**config.mk**
```make
export PLATFORM = sky130hd
export DESIGN_NAME = fib_seq_engine
export DESIGN_NICKNAME = d
export VERILOG_FILES = /design/src/rtl/fib_seq_engine.sv
export SDC_FILE = /design/constraint.sdc
export NUM_CORES = 1
export LEC_CHECK = 0
export ABC_AREA = 1
export BUFFER_PORTS_ARGS = -buffer_cell sky130_fd_sc_hd__buf_4
export CAP_MARGIN = 10
export CORE_ASPECT_RATIO = 0.8
export CORE_MARGIN = 4
export CORE_UTILIZATION = 39
export CTS_CLUSTER_DIAMETER = 200
export DETAILED_ROUTE_END_ITERATION = 8
export PLACE_DENSITY = 0.55
export RECOVER_POWER = 25
export SYNTH_ARGS = -nofsm -noshare
export SYNTH_HDL_FRONTEND = slang
export SYNTH_SLANG_ARGS = --single-unit
```
**constraint.sdc**
```tcl
create_clock -name clk -period 1.9 [get_ports clk]
set_clock_uncertainty 0.2 [all_clocks]
set_input_delay 0 -clock clk [delete_from_list [all_inputs] [get_ports clk]]
set_output_delay 0 -clock clk [all_outputs]
set_load 0.05 [all_outputs]
```
**src/rtl/fib_seq_engine.sv**
```systemverilog
// fib_seq_engine: computes term n of a two-seed additive sequence.
//   mode=0 -> Fibonacci (seeds 0,1), mode=1 -> Lucas (seeds 2,1).
// Arithmetic is modulo 2^OUTPUT_WIDTH. The overflow flag is exact: it is
// set only when the true value of term n does not fit in OUTPUT_WIDTH bits.
// Optional build macro: FIB_ABORT_EN adds an 'abort' input that cancels an
// in-flight computation without raising done.
module fib_seq_engine #(
  parameter int INPUT_WIDTH  = 6,
  parameter int OUTPUT_WIDTH = 16
) (
  input  logic                    clk,
  input  logic                    rst,
  input  logic                    go,
  input  logic [INPUT_WIDTH-1:0]  n,
  input  logic                    mode,
`ifdef FIB_ABORT_EN
  input  logic                    abort,
`endif
  output logic [OUTPUT_WIDTH-1:0] result,
  output logic                    overflow,
  output logic                    done,
  output logic                    busy
);

  typedef enum logic {
    ST_IDLE    = 1'b0,
    ST_COMPUTE = 1'b1
  } state_t;

  // First seed: 0 for Fibonacci, 2 for Lucas (mode lands on bit 1).
  function automatic logic [OUTPUT_WIDTH-1:0] seed0_f(input logic m);
    seed0_f = {{(OUTPUT_WIDTH-2){1'b0}}, m, 1'b0};
  endfunction

  // Second seed: 1 in both modes.
  function automatic logic [OUTPUT_WIDTH-1:0] seed1_f();
    seed1_f = {{(OUTPUT_WIDTH-1){1'b0}}, 1'b1};
  endfunction

  // Sticky overflow for the new look-ahead term: it has overflowed if either
  // operand already had, or if the addition itself carried out.
  function automatic logic next_ovf_f(input logic a_ovf, input logic b_ovf,
                                      input logic carry);
    next_ovf_f = a_ovf | b_ovf | carry;
  endfunction

  state_t                  r_state;
  logic [OUTPUT_WIDTH-1:0] r_x;        // current term (term n - i)
  logic [OUTPUT_WIDTH-1:0] r_y;        // look-ahead term (term n - i + 1)
  logic                    r_xo;       // true value of r_x exceeds width
  logic                    r_yo;       // true value of r_y exceeds width
  logic [INPUT_WIDTH-1:0]  r_i;        // remaining iterations
  logic [OUTPUT_WIDTH-1:0] r_result;
  logic                    r_overflow;
  logic                    r_done;
  logic                    r_busy;

  logic [OUTPUT_WIDTH:0]   w_sum;
  logic                    w_carry;
  logic [OUTPUT_WIDTH-1:0] w_sum_lo;
  logic                    w_last;
  logic                    w_abort;

`ifdef FIB_ABORT_EN
  assign w_abort = abort;
`else
  assign w_abort = 1'b0;
`endif

  // One iteration step: widened add so the carry out is exact.
  always_comb begin
    w_sum    = {1'b0, r_x} + {1'b0, r_y};
    w_carry  = w_sum[OUTPUT_WIDTH];
    w_sum_lo = w_sum[OUTPUT_WIDTH-1:0];
    w_last   = (r_i == {INPUT_WIDTH{1'b0}});
  end

  // Control FSM and datapath; every output is driven from a register here.
  always_ff @(posedge clk) begin
    if (rst) begin
      r_state    <= ST_IDLE;
      r_x        <= {OUTPUT_WIDTH{1'b0}};
      r_y        <= {OUTPUT_WIDTH{1'b0}};
      r_xo       <= 1'b0;
      r_yo       <= 1'b0;
      r_i        <= {INPUT_WIDTH{1'b0}};
      r_result   <= {OUTPUT_WIDTH{1'b0}};
      r_overflow <= 1'b0;
      r_done     <= 1'b0;
      r_busy     <= 1'b0;
    end else begin
      case (r_state)
        ST_IDLE: begin
          // Abort has no meaning here; go is accepted even with done high.
          if (go) begin
            r_x     <= seed0_f(mode);
            r_y     <= seed1_f();
            r_xo    <= 1'b0;
            r_yo    <= 1'b0;
            r_i     <= n;
            r_done  <= 1'b0;
            r_busy  <= 1'b1;
            r_state <= ST_COMPUTE;
          end else begin
            r_state <= ST_IDLE;
          end
        end
        ST_COMPUTE: begin
          // go is ignored while computing; abort beats completion.
          if (w_abort) begin
            r_busy  <= 1'b0;
            r_done  <= 1'b0;
            r_state <= ST_IDLE;
          end else if (w_last) begin
            // Report term n only; r_yo (term n+1) is deliberately ignored.
            r_result   <= r_x;
            r_overflow <= r_xo;
            r_done     <= 1'b1;
            r_busy     <= 1'b0;
            r_state    <= ST_IDLE;
          end else begin
            r_x     <= r_y;
            r_y     <= w_sum_lo;
            r_xo    <= r_yo;
            r_yo    <= next_ovf_f(r_xo, r_yo, w_carry);
            r_i     <= r_i - {{(INPUT_WIDTH-1){1'b0}}, 1'b1};
            r_state <= ST_COMPUTE;
          end
        end
        default: begin
          r_state <= ST_IDLE;
          r_busy  <= 1'b0;
          r_done  <= 1'b0;
        end
      endcase
    end
  end

  assign result   = r_result;
  assign overflow = r_overflow;
  assign done     = r_done;
  assign busy     = r_busy;

endmodule
```
==> flow_metrics.env <==
export IMPL_die_y_um=89.46
export IMPL_dieArea_um2=9824
export IMPL_hpwlAfterDp_um=6358
export IMPL_avgSynthCellArea_um2=6.956
export IMPL_end_kind="register"
export IMPL_yosysSeqAreaShare_pct=37.14
export IMPL_ys_types=35
export IMPL_layout_area_seq_um2=1204
export IMPL_cts_root_buf="clkbuf_8"
export IMPL_grt_max_degree=23
export IMPL_antenna_cells=0
export IMPL_drv_cap=0
export IMPL_grt_pass1_wl_um=14320
export IMPL_drtPass1Iterations=5
export IMPL_status="complete, no violations"
export IMPL_synthCells=465
export IMPL_critPathLaunchType="register"
export IMPL_r2r_start="r_y[2]$_SDFFE_PP0P_"
export IMPL_routed_wl_um=8593
export IMPL_routabilityCongestion=0.8570
export IMPL_worstPathMaxFanout=4
export IMPL_place_port_buffers=28
export IMPL_min_from="go"
export IMPL_crit_start="r_y[2]$_SDFFE_PP0P_"
export IMPL_grt_pass1_vias=2862
export IMPL_ys_ff_latch=60
export IMPL_fin_ws_ns=0.09945
export IMPL_ys_top_cells_by_count="nand2_1, inv_1, dfxtp_1, nor2_1, nand3_1"
export IMPL_dpl_worst_slack_ns=-0.04311
export IMPL_synthToLayoutAreaGrowth_pct=25.96
export IMPL_cts_tree="done"
export IMPL_multi_input_area_um2=1859
export IMPL_syn_cell_area_um2=3234
export IMPL_finalHoldViolations=0
export IMPL_antenna_found_initial=0
export IMPL_ios=29
export IMPL_yosysTopAreaCell="dfxtp_1"
export IMPL_drive_gt1_share_pct=16.28
export IMPL_synth_area_leaders="dfxtp_1, nand2_1, inv_1"
export IMPL_hp_class="in -> reg"
export IMPL_worstSetupPathType="reg -> reg"
export IMPL_drc=0
export IMPL_insertion_delay_ns=0.36
export IMPL_synth_top_area_share_pct=37.14
export IMPL_cts_sinks=60
export IMPL_cp_required_ns=1.96
export IMPL_synth_fp_nets=494
export IMPL_wl_per_cell_um=13.64
export IMPL_placed_area_um2=3642
export IMPL_power_leakage_nw=1.892
export IMPL_relSlewSlack_pct=57.30
export IMPL_slew_viol_final=0
export IMPL_grt_overflow=0
export IMPL_total_power_mw=3.566
export IMPL_path_clk_slew_ns=0.08
export IMPL_drtAntennaViolNets=0
export IMPL_vias_per_cell=4.835
export IMPL_initial_core_util_pct=40.33
export IMPL_final_area_um2=4074
export IMPL_rows=29
export IMPL_die_w_um=109.8
export IMPL_nNetsFinal=546
export IMPL_coreArea_um2=8019
export IMPL_synth_flop_cell="dfxtp_1"
export IMPL_holdWs_ns=0.2415
export IMPL_grt_usage_pct=19.33
export IMPL_min_period_ns=1.801
export IMPL_max_slew_worst_pin_slew_ns=0.6433
export IMPL_yosysWarningCount=0
export IMPL_synth_edff_count=0
export IMPL_numCtsBuffers=9
export IMPL_htreeDepth=3
export IMPL_power_density_nw_per_um2=875.2
export IMPL_setup_viol=0
export IMPL_drtIter0Drc=152
export IMPL_utilization_pct=50.80
export IMPL_cts_path_max_buffers=2
export IMPL_arrival_ns=1.86
export IMPL_finalCritPeriodShare_pct=94.77
export IMPL_ir_worst_vdd_mv=0.5379
export IMPL_yosysMostFrequentCell="nand2_1"
export IMPL_dr_total_vias=3046
export IMPL_fmax_mhz=555.4
export IMPL_ys_async_sr_fraction_pct=0
export IMPL_nFillCells=794
[kinds of logic after synthesis]
family                     synth area share [%]
and+or+nand+nor                           31.37
buffers and inverters                     9.825
AOI/OAI and AO/OA                         13.19
DFF                                       37.14
adders and majority gates                 7.582
muxes                                    0.6190
xor gates and xnor gates                 0.2708
[cell type report]
cell class / instances / share of cell area (%)
inverters: 68 / 6.265
clock inverters: 5 / 2.641
well taps: 108 / 3.317
repair buffers: 52 / 8.876
clock buffers: 11 / 3.716
multi-input cells: 326 / 45.64
flip-flops and latches: 60 / 29.55
[timing repair]
item | 4_1_cts | 5_1_grt
pin swaps | 0 | 1
setup endpoints to repair | 4 | 17
hold endpoints to repair | 32 | 0
hold buffers | 9 | 0
gates cloned | 0 | 0
resized for setup | 4 | 22
setup buffers | 0 | 0
[cells in the final DEF, fill, tap and decap left out, types with 2 or more instances in the layout]
cell,n
nand2_2,3
nand3b_1,3
nor2_4,3
dlygate4sd3_1,9
clkinv_4,2
o21ai_0,37
dfxtp_2,2
buf_4,23
nor3_1,3
o21ai_2,4
clkbuf_1,18
nand3_1,33
nor2_1,40
ha_2,2
dfxtp_1,58
bufinv_16,3
nand3_2,4
inv_2,5
nand2_1,132
ha_1,9
mux2i_1,2
nand4_1,3
a21oi_1,19
ha_4,7
o22ai_2,6
clkbuf_8,11
inv_1,63
[power breakdown]
group,internal [mW],leakage (nW),total (mW),switching [mW]
sequential,1.33,0.488,1.38,0.0499
clock,0.947,0.130,1.51,0.561
combinational,0.201,1.27,0.673,0.472
[layer usage]
metal,GRT usage [%],vias to the layer above,wire [um]
li1,-,1595,-
met1,29.65,1372,4862
met2,25.39,71,3188
met3,5.776,8,448
met4,5.889,0,93
met5,0,-,0
[worst max-delay path: stages (launching register included)]
cell and delay, ns:
dfxtp_1 0.32, ha_1 0.32, or2_4 0.25, nand3_1 0.08
nand2_1 0.10, or2_2 0.29, nand3_1 0.09, o21ai_2 0.05
[path summary, 6_finish.rpt]
kind | to | slack [ns] | depth (start not counted)
max reg2reg | r_y[7]$_SDFFE_PP0P_ | 0.1 | 7
min reg2reg | done$_SDFFE_PP0P_ | 0.26 | 2
max | r_y[7]$_SDFFE_PP0P_ | 0.1 | 7
min | busy$_SDFFE_PP0P_ | 0.24 | 4
[flip-flops by register name (all words and copies together), names as in the netlist]
name      count
overflow      1
r_state       1
r_y          16
busy          1
r_xo          1
r_i           6
r_x          16
done          1
r_yo          1
result       16
[through the flow]
step,TNS (ns),std cells
4_1_cts,0,630
3_5_place_dp,-0.06264,605
6_report,0,630
2_1_floorplan,0,465
3_3_place_gp,0,605
5_1_grt,-0.004621,630
(Power assumes the default switching activity.)
